<file path="src/rtl/wb_port_arbiter_pkg.sv">
// Shared types for the register-file write-port arbiter: FSM states,
// register address type and WB_control field positions.
package wb_port_arbiter_pkg;

  typedef logic [4:0] reg_addr_t;

  typedef enum logic [1:0] {
    IDLE  = 2'd0,
    PEND  = 2'd1,
    FORCE = 2'd2
  } arb_state_e;

  localparam int unsigned WB_REGWRITE  = 3;
  localparam int unsigned WB_MEMTOREG  = 2;
  localparam int unsigned WB_REGSRC_HI = 1;
  localparam int unsigned WB_REGSRC_LO = 0;

  // A write to x0 occupies no real slot.
  function automatic logic slot_busy(input logic we, input reg_addr_t rd);
    return we && (rd != '0);
  endfunction

endpackage

</file>
<file path="src/rtl/wb_port_arbiter_if.sv">
// Bus bundle between MEM/WB, the long-latency unit and the register-file write port.
interface wb_port_arbiter_if
  import wb_port_arbiter_pkg::*;
#(
  parameter int unsigned XLEN = 32
);

  logic            wb_we_i;
  reg_addr_t       wb_rd_i;
  logic [XLEN-1:0] wb_data_i;
  logic            lu_valid_i;
  reg_addr_t       lu_rd_i;
  logic [XLEN-1:0] lu_data_i;
  logic            lu_ready_o;
  logic            stall_o;
  logic            rf_we_o;
  reg_addr_t       rf_rd_o;
  logic [XLEN-1:0] rf_wd_o;
  logic            lu_done_o;
  reg_addr_t       lu_done_rd_o;

  modport slave (
    input  wb_we_i, wb_rd_i, wb_data_i, lu_valid_i, lu_rd_i, lu_data_i,
    output lu_ready_o, stall_o, rf_we_o, rf_rd_o, rf_wd_o, lu_done_o, lu_done_rd_o
  );

  modport master (
    output wb_we_i, wb_rd_i, wb_data_i, lu_valid_i, lu_rd_i, lu_data_i,
    input  lu_ready_o, stall_o, rf_we_o, rf_rd_o, rf_wd_o, lu_done_o, lu_done_rd_o
  );

endinterface

</file>
<file path="src/rtl/wb_port_arbiter_buffer.sv">
// One-entry holding register for a long-latency result awaiting a write slot.
module wb_result_buffer
  import wb_port_arbiter_pkg::*;
#(
  parameter int unsigned XLEN = 32
) (
  input  logic            clk,
  input  logic            rst,
  input  logic            accept_i,
  input  logic            drain_i,
  input  reg_addr_t       rd_i,
  input  logic [XLEN-1:0] data_i,
  output logic            valid_o,
  output reg_addr_t       rd_o,
  output logic [XLEN-1:0] data_o
);

  logic            valid_d, valid_q;
  reg_addr_t       rd_d, rd_q;
  logic [XLEN-1:0] data_d, data_q;

  always_comb begin
    valid_d = valid_q;
    rd_d    = rd_q;
    data_d  = data_q;
    if (accept_i) begin
      valid_d = 1'b1;
      rd_d    = rd_i;
      data_d  = data_i;
    end else if (drain_i) begin
      valid_d = 1'b0;
    end
  end

  always_ff @(posedge clk) begin
    if (rst) begin
      valid_q <= 1'b0;
      rd_q    <= '0;
      data_q  <= '0;
    end else begin
      valid_q <= valid_d;
      rd_q    <= rd_d;
      data_q  <= data_d;
    end
  end

  assign valid_o = valid_q;
  assign rd_o    = rd_q;
  assign data_o  = data_q;

endmodule

</file>
<file path="src/rtl/wb_port_arbiter.sv">
// Register-file write-port arbiter: pipeline writeback has priority, a buffered
// long-latency result is forced in after MAX_WAIT denied cycles.
module wb_port_arbiter
  import wb_port_arbiter_pkg::*;
#(
  parameter int unsigned MAX_WAIT = 4,
  parameter int unsigned XLEN     = 32
) (
  input  logic               CLK,
  input  logic               RESET,
  wb_port_arbiter_if.slave   bus
);

  localparam int unsigned         WAIT_W    = $clog2(MAX_WAIT + 1);
  localparam logic [WAIT_W-1:0]   WAIT_LAST = WAIT_W'(MAX_WAIT - 1);

  arb_state_e        state_d, state_q;
  logic [WAIT_W-1:0] wait_d, wait_q;
  logic              rf_we_d, rf_we_q;
  reg_addr_t         rf_rd_d, rf_rd_q;
  logic [XLEN-1:0]   rf_wd_d, rf_wd_q;
  logic              lu_done_d, lu_done_q;
  reg_addr_t         lu_done_rd_d, lu_done_rd_q;

  logic            buf_valid;
  reg_addr_t       buf_rd;
  logic [XLEN-1:0] buf_data;
  logic            transfer, drain, busy, grant_buf, grant_pipe;

  assign busy     = slot_busy(bus.wb_we_i, bus.wb_rd_i);
  assign transfer = bus.lu_valid_i && !buf_valid;

  wb_result_buffer #(.XLEN(XLEN)) u_buf (
    .clk      (CLK),
    .rst      (RESET),
    .accept_i (transfer),
    .drain_i  (drain),
    .rd_i     (bus.lu_rd_i),
    .data_i   (bus.lu_data_i),
    .valid_o  (buf_valid),
    .rd_o     (buf_rd),
    .data_o   (buf_data)
  );

  always_comb begin
    state_d      = state_q;
    wait_d       = wait_q;
    grant_buf    = 1'b0;
    grant_pipe   = 1'b0;
    drain        = 1'b0;
    rf_we_d      = 1'b0;
    rf_rd_d      = rf_rd_q;
    rf_wd_d      = rf_wd_q;
    lu_done_d    = 1'b0;
    lu_done_rd_d = lu_done_rd_q;

    case (state_q)
      IDLE: begin
        grant_pipe = 1'b1;
        // A full buffer while IDLE can only hold an x0 result: drop it silently.
        drain = buf_valid;
        if (transfer && (bus.lu_rd_i != '0)) begin
          state_d = PEND;
          wait_d  = '0;
        end
      end
      PEND: begin
        if (!busy) begin
          grant_buf = 1'b1;
          state_d   = IDLE;
          wait_d    = '0;
        end else begin
          grant_pipe = 1'b1;
          if (wait_q == WAIT_LAST) begin
            state_d = FORCE;
            wait_d  = '0;
          end else begin
            wait_d = wait_q + WAIT_W'(1);
          end
        end
      end
      FORCE: begin
        grant_buf = 1'b1;
        state_d   = IDLE;
      end
      default: state_d = IDLE;
    endcase

    if (grant_pipe && busy) begin
      rf_we_d = 1'b1;
      rf_rd_d = bus.wb_rd_i;
      rf_wd_d = bus.wb_data_i;
    end
    if (grant_buf) begin
      drain        = 1'b1;
      rf_we_d      = 1'b1;
      rf_rd_d      = buf_rd;
      rf_wd_d      = buf_data;
      lu_done_d    = 1'b1;
      lu_done_rd_d = buf_rd;
    end
  end

  always_ff @(posedge CLK) begin
    if (RESET) begin
      state_q      <= IDLE;
      wait_q       <= '0;
      rf_we_q      <= 1'b0;
      rf_rd_q      <= '0;
      rf_wd_q      <= '0;
      lu_done_q    <= 1'b0;
      lu_done_rd_q <= '0;
    end else begin
      state_q      <= state_d;
      wait_q       <= wait_d;
      rf_we_q      <= rf_we_d;
      rf_rd_q      <= rf_rd_d;
      rf_wd_q      <= rf_wd_d;
      lu_done_q    <= lu_done_d;
      lu_done_rd_q <= lu_done_rd_d;
    end
  end

  assign bus.lu_ready_o   = !buf_valid;
  assign bus.stall_o      = (state_q == FORCE);
  assign bus.rf_we_o      = rf_we_q;
  assign bus.rf_rd_o      = rf_rd_q;
  assign bus.rf_wd_o      = rf_wd_q;
  assign bus.lu_done_o    = lu_done_q;
  assign bus.lu_done_rd_o = lu_done_rd_q;

endmodule

</file>
<file path="src/flat_wrapper.sv">
// flat-port wrapper written by rule: the top's interface ports become plain ports
module wb_port_arbiter_flat import wb_port_arbiter_pkg::*;
#(
  parameter int unsigned MAX_WAIT = 4,
  parameter int unsigned XLEN     = 32
)
  (CLK, RESET, bus_wb_we_i, bus_wb_rd_i, bus_wb_data_i, bus_lu_valid_i, bus_lu_rd_i, bus_lu_data_i, bus_lu_ready_o, bus_stall_o, bus_rf_we_o, bus_rf_rd_o, bus_rf_wd_o, bus_lu_done_o, bus_lu_done_rd_o);
  wb_port_arbiter_if #(.XLEN(XLEN)) bus_i ();
  input  logic CLK;
  input  logic RESET;
  input wire logic [$bits(bus_i.wb_we_i)-1:0] bus_wb_we_i;
  input wire logic [$bits(bus_i.wb_rd_i)-1:0] bus_wb_rd_i;
  input wire logic [$bits(bus_i.wb_data_i)-1:0] bus_wb_data_i;
  input wire logic [$bits(bus_i.lu_valid_i)-1:0] bus_lu_valid_i;
  input wire logic [$bits(bus_i.lu_rd_i)-1:0] bus_lu_rd_i;
  input wire logic [$bits(bus_i.lu_data_i)-1:0] bus_lu_data_i;
  output wire logic [$bits(bus_i.lu_ready_o)-1:0] bus_lu_ready_o;
  output wire logic [$bits(bus_i.stall_o)-1:0] bus_stall_o;
  output wire logic [$bits(bus_i.rf_we_o)-1:0] bus_rf_we_o;
  output wire logic [$bits(bus_i.rf_rd_o)-1:0] bus_rf_rd_o;
  output wire logic [$bits(bus_i.rf_wd_o)-1:0] bus_rf_wd_o;
  output wire logic [$bits(bus_i.lu_done_o)-1:0] bus_lu_done_o;
  output wire logic [$bits(bus_i.lu_done_rd_o)-1:0] bus_lu_done_rd_o;
  assign bus_i.wb_we_i = bus_wb_we_i;
  assign bus_i.wb_rd_i = bus_wb_rd_i;
  assign bus_i.wb_data_i = bus_wb_data_i;
  assign bus_i.lu_valid_i = bus_lu_valid_i;
  assign bus_i.lu_rd_i = bus_lu_rd_i;
  assign bus_i.lu_data_i = bus_lu_data_i;
  assign bus_lu_ready_o = bus_i.lu_ready_o;
  assign bus_stall_o = bus_i.stall_o;
  assign bus_rf_we_o = bus_i.rf_we_o;
  assign bus_rf_rd_o = bus_i.rf_rd_o;
  assign bus_rf_wd_o = bus_i.rf_wd_o;
  assign bus_lu_done_o = bus_i.lu_done_o;
  assign bus_lu_done_rd_o = bus_i.lu_done_rd_o;
  wb_port_arbiter #(.MAX_WAIT(MAX_WAIT), .XLEN(XLEN)) u_core (.CLK(CLK), .RESET(RESET), .bus(bus_i));
endmodule
</file>
<file path="config.mk">
export PLATFORM = sky130hd
export DESIGN_NAME = wb_port_arbiter_flat
export DESIGN_NICKNAME = d
export VERILOG_FILES = /design/src/rtl/wb_port_arbiter_pkg.sv /design/src/rtl/wb_port_arbiter_if.sv /design/src/rtl/wb_port_arbiter_buffer.sv /design/src/rtl/wb_port_arbiter.sv /design/src/flat_wrapper.sv
export SDC_FILE = /design/constraint.sdc
export NUM_CORES = 1
export LEC_CHECK = 0
export ABC_AREA = 1
export BUFFER_PORTS_ARGS = -buffer_cell sky130_fd_sc_hd__buf_2
export CAP_MARGIN = 20
export CORE_MARGIN = 2
export CORE_UTILIZATION = 48
export CTS_BUF_LIST = sky130_fd_sc_hd__clkbuf_4
export DETAILED_ROUTE_END_ITERATION = 12
export GPL_ROUTABILITY_DRIVEN = 0
export GPL_TIMING_DRIVEN = 1
export PLACE_DENSITY = 0.8
export SYNTH_ARGS = -nofsm -noshare
export SYNTH_HDL_FRONTEND = slang
export SYNTH_HIERARCHICAL = 1
export SYNTH_SLANG_ARGS = --single-unit
</file>
<file path="constraint.sdc">
create_clock -name CLK -period 1.9 [get_ports CLK]
set_clock_uncertainty 0.2 [all_clocks]
set_input_delay 0.19 -clock CLK [delete_from_list [all_inputs] [get_ports CLK]]
set_output_delay 0.19 -clock CLK [all_outputs]
set_load 0.005 [all_outputs]
</file>
# Word level (Yosys, flattened, before mapping)
# Index checks and enable logic that the tools add are counted.
[word_totals]
reg_bits = 87
latch_bits = 0
mem_bits_rw = 0
mem_bits_ro = 0
input_bits = 78
memories = 0
[op_classes]
addsub = 1
mul = 0
div = 0
n_lt_le_gt_ge = 0
eq_ne = 5
n_shift = 0
n_mux = 23
n_bitwise = 0
reduce_logical = 13
[op_table]
columns = ["op", "n"]
rows = [
  ["32-bit two-way mux", 2],
  ["5-bit two-way mux", 2],
  ["5-bit nonzero test", 2],
  ["1-bit two-way mux", 9],
  ["3-bit two-way mux", 3],
  ["2-bit two-way mux", 3],
  ["3-bit one-hot mux with 2 select lines", 1],
  ["2-bit nonzero test", 3],
  ["1-bit logical AND", 4],
  ["1-bit one-hot mux with 2 select lines", 2],
  ["2-bit one-hot mux with 2 select lines", 1],
  ["2-bit AND reduction", 2],
  ["3-bit by 1-bit adder with 3-bit output (second input constant)", 1],
  ["3-bit by 2-bit equality test with 1-bit output (second input constant)", 1],
  ["3-bit inequality test (second input constant)", 1],
  ["2-bit by 1-bit equality test with 1-bit output (second input constant)", 1],
  ["2-bit equality test (second input constant)", 1],
  ["2-bit zero test", 1],
  ["2-bit by 1-bit inequality test with 1-bit output (second input constant)", 1],
  ["1-bit zero test", 1],
]

# Logic depth before layout (Yosys ltp)
[depth]
depth_word = 7
mapped_depth = 12

# By module
# The synthesis kept the hierarchy.
[by_module_without_submodules]
columns = ["mod", "n_inst", "cells_each", "area_per_inst_um2", "seq_area_each_um2"]
rows = [
  ["wb_port_arbiter", 1, 408, 2822.7, 980.9],
  ["wb_result_buffer", 1, 165, 1373.8, 760.7],
]

# Least setup slack after synthesis
# No wires, ideal clock.
[synth_timing]
path_type = "reg2reg"
from = "register u_core.state_q[0]"
to = "register u_core.rf_wd_q[10], in the netlist u_core/bus.rf_wd_o[10]"
setup_ps = 132
t_arrival_ps = 1477
required_ps = 1568
path_slack_ps = 91
path_stages_with_launch = 8
synth_period_minus_slack_ps = 1809
cell_sequence = "dfxtp_1 -> inv_1 -> ha_1 -> clkbuf_1 -> clkbuf_1 -> nand3_1 -> nand2_1 -> a21oi_1"
[synth_via]
elab_chain_cells = 4
elab_cells_between_ends = 8
classes_between = "eq/ne: 2; mux: 3; reduce/logical: 3"
[synth_rtl]
columns = ["element", "line", "rtl"]
rows = [
  ["start: declaration", "wb_port_arbiter.sv:17", "arb_state_e state_d, state_q;"],
  ["start signal: assignment", "wb_port_arbiter.sv:114", "state_q <= state_d;"],
  ["2-bit by 1-bit equality test with 1-bit output or 2-bit zero test (tied branches)", "wb_port_arbiter.sv:57", "case (state_q)"],
  ["1-bit one-hot mux with 2 select lines", "wb_port_arbiter.sv:57", ""],
  ["1-bit logical AND", "wb_port_arbiter.sv:89", "if (grant_pipe && busy) begin"],
  ["2-bit nonzero test (no line)", "-", ""],
  ["end signal: assignment", "wb_port_arbiter.sv:118", "rf_wd_q <= rf_wd_d;"],
  ["end: declaration", "wb_port_arbiter.sv:21", "logic [XLEN-1:0] rf_wd_d, rf_wd_q;"],
]
# Parallel ways exist; a longest one is shown, timed or not.
# A chain may end at the register's enable or synchronous reset.

# Worst setup path after layout
[layout_timing]
from = "input bus_wb_rd_i[4]"
to = "register u_core.rf_wd_q[2], in the netlist u_core/bus.rf_wd_o[2]"
[layout_via]
elab_chain_cells = 6
elab_cells_between_ends = 9
classes_between = "mux: 5; reduce/logical: 4"
[layout_rtl]
columns = ["element", "line", "rtl"]
rows = [
  ["start: declaration", "flat_wrapper.sv:12", "input wire logic [$bits(bus_i.wb_rd_i)-1:0] bus_wb_rd_i;"],
  ["5-bit nonzero test *", "wb_port_arbiter_pkg.sv:20", "return we && (rd != '0);"],
  ["1-bit logical AND *", "wb_port_arbiter_pkg.sv:20", ""],
  ["1-bit two-way mux", "wb_port_arbiter.sv:68", "if (!busy) begin"],
  ["1-bit one-hot mux with 2 select lines", "wb_port_arbiter.sv:57", ""],
  ["1-bit logical AND", "wb_port_arbiter.sv:89", ""],
  ["2-bit nonzero test (no line)", "-", ""],
]
# Mark *: on every way between the ends. The rest lies on a longest branch, timed or not.

==> flow_metrics.py <==
metrics = {
    "outcome": {
        "status": "complete, no violations",
    },
    "drt": {
        "dr_wl_met3_microns": 695,
        "vias": 4443,
        "wl_met1_microns": 4990,
        "drc": 0,
        "highest_layer": "met4",
        "wl_per_cell_microns": 13.7,
        "wl_met2_microns": 5880,
        "drt_iter0_drc": 282,
        "totalWireLength_microns": 12000,
        "vias_per_cell": 5.08,
        "ant_nets": 0,
        "drt_pass1_iterations": 6,
    },
    "final_layout": {
        "multi_input_area_sq_um": 1950,
        "antenna-diode-count": 0,
        "fillCellCount": 727,
        "drive_above_1_share": 0.266,
        "fin_area_sq_um": 5760,
        "final_common_cell": "buf_2",
        "regArea_sq_um": 1740,
        "finalNetCount": 844,
        "area_growth_pct": 37.2,
        "layout_common_cells": "buf_2 (123), nand2_1 (100), nand3_1 (90)",
        "fin_cells": 875,
        "finalCoreUtilization": 0.670,
    },
    "setup_path": {
        "end_kind": "flip-flop",
        "rrSetupSlack_ns": 0.11,
        "crit_arrival_ns": 1.99,
        "crit_type": "primary input to flip-flop",
        "cp-start-kind": "primary input",
        "timing.rr.end": "u_core/bus.rf_rd_o[1]$_SDFFE_PP0P_",
        "r2r_cells": 7,
        "required_ns": 2.07,
        "worstReg2RegStart": "u_core/state_q[0]$_SDFFE_PP0P_",
        "crit_fanout": 33,
    },
    "cts": {
        "cts-root-buf": "clkbuf_4",
        "cts.sinks": 87,
        "clk_pin_slew_ns": 0.15,
        "clk_latency_ns": 0.45,
        "cts_buffer_depth": 2,
        "cts_buffers": 9,
        "cts_tree": "done",
        "htreeDepth": 3,
    },
    "placed_design": {
        "placed_area_sq_um": 4800,
        "dp_cells": 781,
        "port_buffers": 123,
        "pre_cts_ws_ns": 0.126,
        "dp_hpwl_microns": 7300,
    },
    "floorplanning": {
        "fp.dieH_microns": 97.5,
        "num_rows": 34,
        "die_w_microns": 97.5,
        "core_sq_um": 8590,
        "boundaryPins": 124,
        "start_util": 0.488,
        "die_area_sq_um": 9510,
    },
    "sta": {
        "worst_pin_slew_ns": 0.477,
        "final_max_slew_viol_count": 0,
        "final.min_clock_period_ns": 1.83,
        "setup_viol": 0,
        "hold_violations": 0,
        "fmaxAchievable_ghz": 0.547,
        "period_share": 0.962,
        "tns_ns": 0,
        "layout_setup_ws_ns": 0.0717,
        "whs_ns": 0.184,
        "relSlewSlack": 0.682,
    },
    "synthesis": {
        "avgSynthCellArea_sq_um": 7.32,
        "synthesis.nets": 655,
        "syn_area_sq_um": 4200,
        "netlist-cell-type-count": 26,
        "synthArstFlopShare": 0,
        "ys_dominant_reg_cell": "dfxtp_1",
        "yosysWarnings": 6,
        "yosysSeqAreaShare": 0.415,
        "synth-edff-count": 0,
        "ys_ff_latch": 87,
        "syn_inst": 573,
    },
    "global_route": {
        "grt_pass1_vias": 4246,
        "grt_pass1_wl_microns": 19300,
        "grt_max_degree": 39,
        "grt_usage": 0.248,
        "overflow": 0,
        "antenna_found_initial": 0,
    },
    "min_path": {
        "hold_start": "bus_lu_valid_i",
        "holdPathStages": 6,
        "hp-class": "primary input to flip-flop",
        "holdPathEnd": "u_core/u_buf/data_o[7]$_SDFFE_PP0P_",
    },
    "pwr": {
        "finalPower_mw": 6.92,
        "p_per_area_nw_per_um2": 1200,
        "p_leak_nw": 2.75,
        "ir_worst_vdd_mv": 0.765,
    },
    "run": {
        "max_cap_viol_count": 0,
    },
}
==> sequential cells by signal, indices dropped and copies added, names as in the netlist <==
register / count
u_core/bus.rf_rd_o: 5
u_core/state_q: 2
u_core/bus.rf_we_o: 1
u_core/u_buf/valid_o: 1
u_core/wait_q: 3
u_core/bus.rf_wd_o: 32
u_core/u_buf/rd_o: 5
u_core/bus.lu_done_rd_o: 5
u_core/bus.lu_done_o: 1
u_core/u_buf/data_o: 32
==> repair_timing <==
action                     CTS  global route
resized for setup            0            10
hold endpoints to repair    76             0
setup endpoints to repair    0            45
hold buffers                76             0
setup buffers                0             2
==> cells in the mapped netlist, types with 4 or more instances <==
master	number	area [sq um]
nand2_1	100	375
nand3_1	90	450
dfxtp_1	87	1740
nor2_1	84	315
inv_1	48	180
o21ai_0	41	205
a21oi_1	32	160
buf_2	15	75.1
nand3_2	13	130
a21oi_2	12	105
nor2_2	10	62.6
buf_6	9	101
clkbuf_1	8	30.0
ha_1	4	50.1
nand2_4	4	45.0
==> power breakdown <==
part / switching, mW / leakage (nW) / internal [mW]
combinational: 2.00 / 1.96 / 1.36
sequential: 0.243 / 0.718 / 2.26
clock: 0.656 / 0.0716 / 0.402
total: 2.90 / 2.75 / 4.02
==> kinds of logic after synthesis <==
family | synth area share
adder cells (fa/ha/maj) | 0.0119
flip-flops | 0.415
buffers and inverters | 0.123
AO/OA/AOI/OAI | 0.116
AND/OR/NAND/NOR | 0.334
==> how the worst max path moves through the flow <==
stage | slack [ns] | cells after the start | to | startpoint
finish | 0.07 | 11 | u_core/bus.rf_wd_o[2]$_SDFFE_PP0P_ | bus_wb_rd_i[4]
global route | -0.008 | 9 | u_core/bus.rf_wd_o[3]$_SDFFE_PP0P_ | u_core/state_q[1]$_SDFFE_PP0P_
CTS | 0.08 | 12 | u_core/bus.rf_rd_o[3]$_SDFFE_PP0P_ | bus_wb_rd_i[4]
detailed placement | 0.13 | 8 | u_core/wait_q[2]$_SDFFE_PP0P_ | u_core/state_q[1]$_SDFFE_PP0P_
global placement | 0.21 | 7 | u_core/bus.rf_wd_o[30]$_SDFFE_PP0P_ | u_core/state_q[0]$_SDFFE_PP0P_
floorplan | 0.09 | 7 | u_core/bus.rf_wd_o[10]$_SDFFE_PP0P_ | u_core/state_q[0]$_SDFFE_PP0P_
==> routing by layer <==
metal | track usage | vias up
li1 | - | 2218
met1 | 0.297 | 1981
met2 | 0.423 | 192
met3 | 0.0532 | 52
met4 | 0.115 | 0
met5 | 0 | -
==> layout make-up <==
cell class	count	area share
repair buffers	219	0.277
multi-input cells	394	0.339
flip-flops and latches	87	0.302
well taps	108	0.0235
inverters	51	0.0339
clock buffers	9	0.0117
clock inverters	7	0.0124
==> worst max-delay path, stage by stage <==
cell and delay [ns]:
dlygate4sd3_1 0.57, buf_2 0.15, nor2_2 0.12, nand3_2 0.10, nand2_4 0.10, buf_4 0.13
a21oi_4 0.04, clkinv_2 0.09, buf_12 0.21, nand3_1 0.10, a21oi_1 0.18
Power figures use the tool's default switching activity.
